<file path="config.mk">
export PLATFORM = sky130hd
export DESIGN_NAME = mod_hash_seq
export DESIGN_NICKNAME = d
export VERILOG_FILES = /design/src/rtl/mod_hash_seq_pkg.sv /design/src/rtl/mod_hash_seq_rom.sv /design/src/rtl/mod_hash_seq.sv
export SDC_FILE = /design/constraint.sdc
export NUM_CORES = 1
export LEC_CHECK = 0
export BUFFER_PORTS_ARGS = -buffer_cell sky130_fd_sc_hd__buf_2
export CAP_MARGIN = 5
export CORE_ASPECT_RATIO = 1.2
export CORE_UTILIZATION = 41
export DETAILED_ROUTE_END_ITERATION = 12
export PLACE_DENSITY = 0.6
export SKIP_LAST_GASP = 1
export SYNTH_ARGS = -nofsm -noshare
export SYNTH_HDL_FRONTEND = slang
export SYNTH_SLANG_ARGS = --single-unit
</file>
<file path="constraint.sdc">
create_clock -name CLK -period 3.42 [get_ports CLK]
set_clock_uncertainty 0.15 [all_clocks]
set_input_delay 0.684 -clock CLK [delete_from_list [all_inputs] [get_ports CLK]]
set_output_delay 0.684 -clock CLK [all_outputs]
set_load 0.02 [all_outputs]
</file>
<file path="src/rtl/mod_hash_seq_pkg.sv">
// Shared definitions for the double-SHA256 command sequencer and the hash core it drives.
// Holds the command codes, H-buffer / message-buffer select encodings, the program
// length, the per-step table entry type and the sequencer FSM state type.
package mod_hash_seq_pkg;

    // Command codes on the core's CMD bus (8-bit native encoding).
    typedef enum logic [7:0] {
        CmdIdle      = 8'd0,
        CmdLoadH     = 8'd10,
        CmdHash      = 8'd20,
        CmdSumStoreH = 8'd30,
        CmdSumStoreM = 8'd40,
        CmdGetDigest = 8'd50
    } cmd_e;

    // H-buffer select: IV constants or the stored block-1 midstate.
    typedef enum logic {
        HSelIv  = 1'b0,
        HSelMid = 1'b1
    } h_sel_e;

    // Message buffer select.
    typedef enum logic [1:0] {
        BlkSel1      = 2'd0,
        BlkSel2      = 2'd1,
        BlkSelDigest = 2'd2
    } blk_sel_e;

    localparam int unsigned NumSteps = 9;

    localparam logic [3:0] StepFirst     = 4'd0;
    localparam logic [3:0] StepMidStore  = 4'd2;  // SUM_STORE_H: midstate is written
    localparam logic [3:0] StepMidResume = 4'd3;  // first step after block 1
    localparam logic [3:0] StepLast      = 4'(NumSteps - 1);

    typedef struct packed {
        cmd_e     cmd;
        h_sel_e   h_sel;
        blk_sel_e blk_sel;
    } step_entry_t;

    typedef enum logic [2:0] {
        StIdle,
        StSetup,
        StIssue,
        StRelease,
        StGap
    } state_e;

endpackage

</file>
<file path="src/rtl/mod_hash_seq_rom.sv">
// Program table for the double-SHA256 sequence: maps a step index to the command and
// the buffer selects that must be presented to the core for that step.
//   step  : program step, 0..8 (out-of-range steps decode to an idle entry)
//   entry : {cmd, h_sel, blk_sel} for that step
module mod_hash_seq_rom
    import mod_hash_seq_pkg::*;
(
    input  logic [3:0]  step,
    output step_entry_t entry
);

    always_comb begin
        entry = '{CmdIdle, HSelIv, BlkSel1};
        case (step)
            // Block 1 from the IV; the sum becomes the midstate.
            4'd0:    entry = '{CmdLoadH,     HSelIv,  BlkSel1};
            4'd1:    entry = '{CmdHash,      HSelIv,  BlkSel1};
            4'd2:    entry = '{CmdSumStoreH, HSelIv,  BlkSel1};
            // Block 2 from the midstate; the sum lands in the digest block buffer.
            4'd3:    entry = '{CmdLoadH,     HSelMid, BlkSel2};
            4'd4:    entry = '{CmdHash,      HSelMid, BlkSel2};
            4'd5:    entry = '{CmdSumStoreM, HSelMid, BlkSelDigest};
            // Second SHA256 over the 32-byte intermediate digest.
            4'd6:    entry = '{CmdLoadH,     HSelIv,  BlkSelDigest};
            4'd7:    entry = '{CmdHash,      HSelIv,  BlkSelDigest};
            4'd8:    entry = '{CmdGetDigest, HSelIv,  BlkSelDigest};
            default: entry = '{CmdIdle,      HSelIv,  BlkSel1};
        endcase
    end

endmodule

</file>
<file path="src/rtl/mod_hash_seq.sv">
// Command sequencer for the windowed SHA256 core. Steps the core through the fixed
// double-SHA256 program for one 80-byte header, one CMD/RDY handshake per step.
// Buffer selects are updated one cycle before a command is driven and held until CMD
// returns to IDLE.
//
// Ports:
//   CLK, RST    : clock, synchronous active-high reset
//   START       : begin a program (sampled only when idle)
//   FLUSH       : invalidate the stored midstate, any state
//   RDY         : core ready level
//   CMD         : registered command to the core
//   H_SEL       : H-buffer select (0 = IV, 1 = midstate)
//   BLK_SEL     : message buffer select (0 = block1, 1 = block2, 2 = digest block)
//   STEP        : current program step (debug)
//   BUSY        : program in progress
//   DONE        : one-cycle pulse at program completion
//   MID_VALID   : midstate buffer holds a valid block-1 result
//
// Optional feature macro MOD_HASH_SEQ_MIDSTATE_EN: when defined, a START seen with
// MID_VALID set resumes at step 3 and skips block 1.
module mod_hash_seq
    import mod_hash_seq_pkg::*;
#(
    parameter int unsigned CMD_W       = 8,
    parameter int unsigned RELEASE_GAP = 1   // 0..15
) (
    input  logic             CLK,
    input  logic             RST,
    input  logic             START,
    input  logic             FLUSH,
    input  logic             RDY,
    output logic [CMD_W-1:0] CMD,
    output logic             H_SEL,
    output logic [1:0]       BLK_SEL,
    output logic [3:0]       STEP,
    output logic             BUSY,
    output logic             DONE,
    output logic             MID_VALID
);

    localparam bit         GapZero = (RELEASE_GAP == 0);
    localparam logic [3:0] GapLast = 4'(RELEASE_GAP - 1);

    state_e           state_q;
    logic [CMD_W-1:0] cmd_q;
    h_sel_e           h_sel_q;
    blk_sel_e         blk_sel_q;
    logic [3:0]       step_q;
    logic             busy_q;
    logic             done_q;
    logic             mid_valid_q;
    logic             armed_q;    // RDY has been low since CMD was driven
    logic [3:0]       gap_cnt_q;

    logic [3:0]  start_step;
    logic [3:0]  step_inc;
    logic [3:0]  rom_step;
    step_entry_t rom_entry;
    logic        accept;
    logic        advance;

    mod_hash_seq_rom u_rom (
        .step  (rom_step),
        .entry (rom_entry)
    );

    always_comb begin
        start_step = StepFirst;
`ifdef MOD_HASH_SEQ_MIDSTATE_EN
        if (mid_valid_q) begin
            start_step = StepMidResume;
        end
`endif
        step_inc = step_q + 4'd1;

        // The selects are loaded on entry to StSetup (from the step about to be
        // entered); the command is loaded on leaving StSetup (current step).
        rom_step = step_inc;
        if (state_q == StIdle) begin
            rom_step = start_step;
        end else if (state_q == StSetup) begin
            rom_step = step_q;
        end

        accept = (state_q == StIssue) && RDY && armed_q;

        advance = 1'b0;
        if (state_q == StRelease) begin
            advance = GapZero && !RDY;
        end else if (state_q == StGap) begin
            advance = (gap_cnt_q == GapLast);
        end
    end

    always_ff @(posedge CLK) begin
        if (RST) begin
            state_q   <= StIdle;
            cmd_q     <= '0;
            h_sel_q   <= HSelIv;
            blk_sel_q <= BlkSel1;
            step_q    <= '0;
            busy_q    <= 1'b0;
            done_q    <= 1'b0;
            armed_q   <= 1'b0;
            gap_cnt_q <= '0;
        end else begin
            done_q <= 1'b0;
            case (state_q)
                StIdle: begin
                    if (START) begin
                        busy_q    <= 1'b1;
                        step_q    <= start_step;
                        h_sel_q   <= rom_entry.h_sel;
                        blk_sel_q <= rom_entry.blk_sel;
                        state_q   <= StSetup;
                    end
                end
                StSetup: begin
                    cmd_q   <= CMD_W'(rom_entry.cmd);
                    // A RDY already high here is left over from before; it only
                    // counts once it has been seen low.
                    armed_q <= ~RDY;
                    state_q <= StIssue;
                end
                StIssue: begin
                    if (accept) begin
                        cmd_q   <= '0;
                        state_q <= StRelease;
                    end else if (!RDY) begin
                        armed_q <= 1'b1;
                    end
                end
                StRelease, StGap: begin
                    if (advance) begin
                        if (step_q == StepLast) begin
                            done_q    <= 1'b1;
                            busy_q    <= 1'b0;
                            h_sel_q   <= HSelIv;
                            blk_sel_q <= BlkSel1;
                            state_q   <= StIdle;
                        end else begin
                            step_q    <= step_inc;
                            h_sel_q   <= rom_entry.h_sel;
                            blk_sel_q <= rom_entry.blk_sel;
                            state_q   <= StSetup;
                        end
                    end else if (state_q == StRelease) begin
                        if (!RDY) begin
                            gap_cnt_q <= '0;
                            state_q   <= StGap;
                        end
                    end else begin
                        gap_cnt_q <= gap_cnt_q + 4'd1;
                    end
                end
                default: state_q <= StIdle;
            endcase
        end
    end

    // FLUSH takes priority over a same-cycle midstate write.
    always_ff @(posedge CLK) begin
        if (RST || FLUSH) begin
            mid_valid_q <= 1'b0;
        end else if (accept && (step_q == StepMidStore)) begin
            mid_valid_q <= 1'b1;
        end
    end

    assign CMD       = cmd_q;
    assign H_SEL     = h_sel_q;
    assign BLK_SEL   = blk_sel_q;
    assign STEP      = step_q;
    assign BUSY      = busy_q;
    assign DONE      = done_q;
    assign MID_VALID = mid_valid_q;

endmodule

</file>
Yosys cells after proc, flatten, opt, wreduce, memory -nomap -nowiden
Memory sizes are Yosys's and may differ from the RTL's.
Cells that the tools add are included.
{"block": "word_totals", "regBits": 26, "mem_bits_ro": 128, "in_bits": 5, "out_inout_bits": 18, "mem_count": 1}
{"block": "classes", "add_sub_neg": 2, "eq_ne": 16, "mux": 35, "n_bitwise": 3, "reduce_logical": 17}
{"name": "(name not given)", "depth": 16, "word_bits": 8, "rd": 1, "rd_ports_with_merged_regs": 0, "wr": 0, "line": "mod_hash_seq_rom.sv:14", "text": "case (step)"}
{"cell": "2-to-1 mux 4 bit", "count": 7}
{"cell": "inequality test 2 bit (second input constant)", "count": 8}
{"cell": "case mux 8 bit (2 select lines)", "count": 1}
{"cell": "2-to-1 mux 3 bit", "count": 5}
{"cell": "2-to-1 mux 1 bit", "count": 12}
{"cell": "case mux 3 bit (4 select lines)", "count": 1}
{"cell": "AND reduction 4 bit", "count": 3}
{"cell": "AND reduction 3 bit", "count": 3}
{"cell": "adder 4 x 1 -> 4 bit (second input constant)", "count": 2}
{"cell": "2-to-1 mux 8 bit", "count": 1}
{"cell": "case mux 4 bit (2 select lines)", "count": 1}
{"cell": "== test 3 x 2 -> 1 bit (second input constant)", "count": 2}
{"cell": "2-to-1 mux 2 bit", "count": 3}
{"cell": "inequality test 3 bit (second input constant)", "count": 2}
{"cell": "case mux 1 bit (2 select lines)", "count": 3}
{"cell": "== test 4 x 2 -> 1 bit (second input constant)", "count": 1}
{"cell": "== test 4 bit (second input constant)", "count": 1}
{"cell": "logical NOT 4 bit", "count": 1}
{"cell": "case mux 2 bit (2 select lines)", "count": 1}
{"cell": "nonzero test 2 bit", "count": 2}
{"cell": "== test 3 x 1 -> 1 bit (second input constant)", "count": 1}
{"cell": "== test 3 bit (second input constant)", "count": 1}
{"cell": "logical AND 1 bit", "count": 3}
{"cell": "logical NOT 3 bit", "count": 1}
{"cell": "other kinds (5)", "count": 7}

Logic depth before layout (Yosys ltp)
An unclocked memory read counts as a cell.
{"block": "depth", "depth_word": 7, "mapped_depth": 12}

Modules after synthesis
From an unflattened synthesis, not the netlist that was laid out.
{"block": "unflattened", "cells_unflattened": 184, "hier_area_um2": 1569.0}
{"module": "mod_hash_seq", "n_inst": 1, "cells_each": 151, "area_each_um2": 1322.5, "seq_area_each_um2": 520.5}
{"module": "mod_hash_seq_rom", "n_inst": 1, "cells_each": 33, "area_each_um2": 246.5, "seq_area_each_um2": 0.0}

Least setup slack after synthesis
OpenSTA, ideal clock, no wires.
{"block": "synth_timing", "kind": "register -> register", "start": "reg step_q[0] (netlist: STEP[0])", "end": "reg cmd_q[1] (netlist: CMD[1])", "arrival_ns": 2.237, "path_slack_ns": 0.906, "stages_incl_launch_ff": 11, "n_path_buf": 0, "period_less_slack_ns": 2.514, "path_cell_list": "dfxtp_1 > inv_1 > ha_1 > o21a_1 > a31oi_2 > inv_1 > ha_1 > o211ai_1 > a21oi_1 > a2111oi_0 > o21ai_1"}
{"block": "synth_via", "elab_chain_cells": 5}
{"item": "from (decl)", "line": "mod_hash_seq.sv:48", "text": "logic [3:0] step_q;"}
{"item": "from (signal assigned)", "line": "mod_hash_seq.sv:112", "text": "step_q <= start_step;"}
{"item": "from (signal assigned)", "line": "mod_hash_seq.sv:142", "text": "step_q <= step_inc;"}
{"item": "adder 4 x 1 -> 4 bit", "line": "mod_hash_seq.sv:74", "text": "step_inc = step_q + 4'd1;"}
{"item": "2-to-1 mux 4 bit (*)", "line": "mod_hash_seq.sv:81", "text": "end else if (state_q == StSetup) begin"}
{"item": "2-to-1 mux 4 bit (*)", "line": "mod_hash_seq.sv:79", "text": "if (state_q == StIdle) begin"}
{"item": "memory read (16 x 8 bit) (*)"}
{"item": "case mux 8 bit (2 select lines) (*)", "line": "mod_hash_seq.sv:108", "text": "case (state_q)"}
{"item": "to (signal assigned)", "line": "mod_hash_seq.sv:119", "text": "cmd_q <= CMD_W'(rom_entry.cmd);"}
{"item": "to (decl)", "line": "mod_hash_seq.sv:45", "text": "logic [CMD_W-1:0] cmd_q;"}
Mark *: on every way between the ends. The rest lies on a longest branch, timed or not.
A chain may end at the register's enable or synchronous reset.

Worst setup path after layout
Same ends and word-level chain as after synthesis.

==> results.txt <==
----------------------------------------------------
[Clocking]
  Number of sinks on the clock net ... 23
  CTS tree ... done
  Clock latency reported for the late side of the worst-skew pair ... 0.26 ns
  Clock tree buffer depth ... 2
  Clk Tree Root Cell ... sky130_fd_sc_hd__clkbuf_8
  Register clock-pin slew on the reported worst setup and hold paths ... 0.09 ns
  Count of buffers added by post-CTS timing repair for setup ... 0
  Post_cts resized ... 0
  TritonCTS buffer count ... 3
  H-Tree Depth ... 1
  Count of hold-fix buffers inserted at cts ... 0

[Detailed routing]
  Vias ... 1,314
  Post-DRT Antenna Nets ... 0
  Post-detailed-routing wire length ... 3285 um
  Number of optimization iterations in the first detailed-route pass ... 4
  Number of DRC markers in iteration 0 ... 55
  DRC viols ... 0
  Routed length per placed instance ... 13.98 um
  Via count normalized by instance count ... 5.591

[Synthesis]
  Synth area leader ... sky130_fd_sc_hd__dfxtp_1
  Number of flops mapped to enable cells by yosys ... 0
  Post-synthesis adder-cell area fraction ... 0.08621
  Total of flip-flops plus latches after synthesis ... 23
  Post-synthesis instance area ... 1451 um2
  Most frequent cell after synthesis ... sky130_fd_sc_hd__dfxtp_1
  Fraction of the yosys area taken by sequential cells ... 0.3172
  Gate Count Post-Synth ... 185
  Largest cells by area after synthesis ... sky130_fd_sc_hd__dfxtp_1 (32%), sky130_fd_sc_hd__ha_1 (8.6%), sky130_fd_sc_hd__a21oi_1 (5.9%)
  Avg Cell Area, Syn ... 7.845 um2
  Top FF cell, synth ... sky130_fd_sc_hd__dfxtp_1
  Distinct cell type count of the synthesized netlist ... 45
  Async set or reset register ratio after synthesis ... 0
  Largest family of logic cells by synthesized area ... simple AND/OR/NAND/NOR gates
  Synthesis warning total ... 0
  XOR/XNOR share of the synthesized area ... 0.03017
  Multiplexer fraction of the synthesized cell area ... 0.03448
  Simple logic cell fraction of the synthesized area ... 0.2517
  Share of the synthesized area in compound gates (AO/OA/AOI/OAI) ... 0.1966
  Top cells by count, synth ... sky130_fd_sc_hd__dfxtp_1 (23), sky130_fd_sc_hd__nand2_1 (21), sky130_fd_sc_hd__nor2_1 (18)
  Area fraction of the dominant cell type after synthesis ... 0.3172

[Floorplanning]
  Width of the die ... 56.32 um
  Standard cell core area ... 3367 um2
  Floorplan die area ... 3783 um2
  I/O Pins ... 23
  Starting Density ... 0.4311
  Row Count ... 23
  DIE HEIGHT ... 67.18 um

[STA]
  Max frequency ... 0.3685 GHz
  Final critical-path setup slack ... 0.7066 ns
  Number of hold violations in the final report ... 0
  Total Negative Setup Slacks ... 0 ns
  Final number of setup-violating endpoints ... 0
  Final worst path period need ... 2.713 ns
  Final worst path period share ... 0.7934
  Setup repair after global routing missed its margin ... false
  Final slew viol count ... 0

[Critical path]
  Worst endpoint required time ... 3.42 ns
  Worst reg2reg path depth ... 10
  Critical-path cell with the highest stage delay ... sky130_fd_sc_hd__dfxtp_1
  Critical Path Start Type ... register
  Arrival time reported for the critical path endpoint ... 2.72 ns
  Crit end category ... register
  Max incr delay on CP ... 0.47 ns
  Worst-path maximum fanout ... 9
  Sequence of cells on the critical path ... inv_1, ha_1, o21a_1, a31oi_2, inv_1, ha_1, o211ai_1, a21oi_1, a2111oi_0, o21ai_1
  Startpoint-to-endpoint class of the critical path ... register to register

[GRT]
  Sum of overflow across all layers after global routing ... 0
  Maximum number of pins on one net before global-route repair ... 25
  Antenna violations before repair ... 0
  Global-route wire length before repair ... 5375 um
  Number of global-route vias before repair ... 1,177
  Global-route total usage across every layer ... 0.1801

[Placed design]
  Global placer's final weighted congestion ... 0.8947
  Worst setup slack after placement ... 0.7419 ns
  Final HPWL DP ... 2442 um
  Port bufs ... 19

[Power and ir drop]
  Worst ir drop on vdd ... 298.0 uV
  Clock share of power ... 0.298
  Static leakage power ... 0.6564 nW
  PD cells ... 373.3 nW/um2
  Internal power of the cells ... 0.4015 mW
  Switch Pwr ... 0.1875 mW
  Switching Share ... 0.3183
  Relative contribution of combinational cells to total power ... 0.201
  Sequential Power Share ... 0.502

[Finish]
  Layout net count ... 214
  Fraction of final layout cells sized beyond drive strength 1 ... 0.1414
  Ant. Diodes ... 0
  Synth-to-layout area growth ... 8.707%

[Outcome]
  Outcome ... completed

[Hold path]
  Hold-critical path depth ... 2
  Tightest Hold Check Type ... register to register

[Job]
  Number of maximum-capacitance constraint violations ... 0

----------------------------------------------------
==> state kept, by name (all words and copies together) (netlist names) <==
name / cells
CMD: 5
STEP: 4
gap_cnt_q: 4
state_q: 3
BLK_SEL: 2
BUSY: 1
DONE: 1
H_SEL: 1
MID_VALID: 1
armed_q: 1
==> power by group through the flow <==
| stage | registers, mW | clock network [mW] | logic, mW |
|---|---|---|---|
| 2_1_floorplan | 0.301 | 0 | 0.0898 |
| 3_3_place_gp | 0.301 | 0 | 0.117 |
| 3_5_place_dp | 0.301 | 0 | 0.117 |
| 4_1_cts | 0.295 | 0.180 | 0.118 |
| 5_1_grt | 0.298 | 0.191 | 0.133 |
| 6_report | 0.295 | 0.175 | 0.118 |
==> routing by layer <==
layer,up-vias,share of wire,GRT usage
li1,668,-,-
met1,601,0.44,0.2185
met2,39,0.51,0.3185
met3,6,0.044,0.03257
met4,0,0.012,0.07012
met5,-,0,0
==> worst max-delay path, delay by kind of cell, from the launching register on <==
kind / cells / cell delay, ns
compound gates: 6 / 1.19
fa+ha+maj: 2 / 0.55
flops: 1 / 0.47
buf+inv: 2 / 0.23
==> area by class of cell <==
cell class,count,area [um2]
fill,356,1789
clock inverter,1,5.005
multi-input combinational,139,880.8
inverter,13,48.80
tap,37,46.29
sequential,23,460.4
timing repair buffer,19,95.09
clock buffer,3,41.29
==> placed cells by master (no fill, tap or decap), drive strengths merged, types with 2 or more instances in the layout <==
cell type  Yosys  routed
or2            2       2
or3            2       2
nand2         21      21
inv           13      13
nor2          19      19
dfxtp         23      23
a22oi          3       3
a31oi          2       2
buf            9      19
nor2b          2       2
o21ai          8       8
xor2           3       3
nand4b         2       2
a21oi         18      18
conb           1       3
o211ai         3       3
ha            10      10
xnor2          2       2
nand3          3       3
o221ai         2       2
nor3b          2       2
nor4           4       4
o31ai          2       2
mux2i          5       5
clkbuf         3       3
nor3           8       8
==> through the flow <==
stage	total power, mW	util	cells	hold WS, ns	instance area (um2)
after floorplan	0.3910	-	187	0.3311	1459
after global placement	0.4179	0.4548	231	0.2897	1531
after detailed placement	0.4186	0.4548	231	0.2960	1531
after CTS	0.5930	0.4686	235	0.3093	1578
after global routing	0.6220	0.4686	235	0.3429	1578
final	0.5890	0.4686	235	0.3041	1578
==> final timing paths <==
| check | startpoint | endpoint | slack (ns) |
|---|---|---|---|
| worst max-delay path | STEP[0]$_SDFFE_PP0P_ | CMD[1]$_SDFFE_PP0P_ | 0.71 |
| worst min-delay path | CMD[1]$_SDFFE_PP0P_ | CMD[1]$_SDFFE_PP0P_ | 0.30 |
| worst max register to register | STEP[0]$_SDFFE_PP0P_ | CMD[1]$_SDFFE_PP0P_ | 0.71 |
| worst min register to register | CMD[1]$_SDFFE_PP0P_ | CMD[1]$_SDFFE_PP0P_ | 0.30 |
==> cell families after synthesis <==
| logic type | count (synthesis) |
|---|---|
| simple gates | 73 |
| compound gates | 43 |
| buf+inv | 25 |
| flops | 23 |
| fa+ha+maj | 10 |
| xor+xnor | 5 |
| mux | 5 |
| other cells | 1 |
Power figures use the tool's default switching activity.
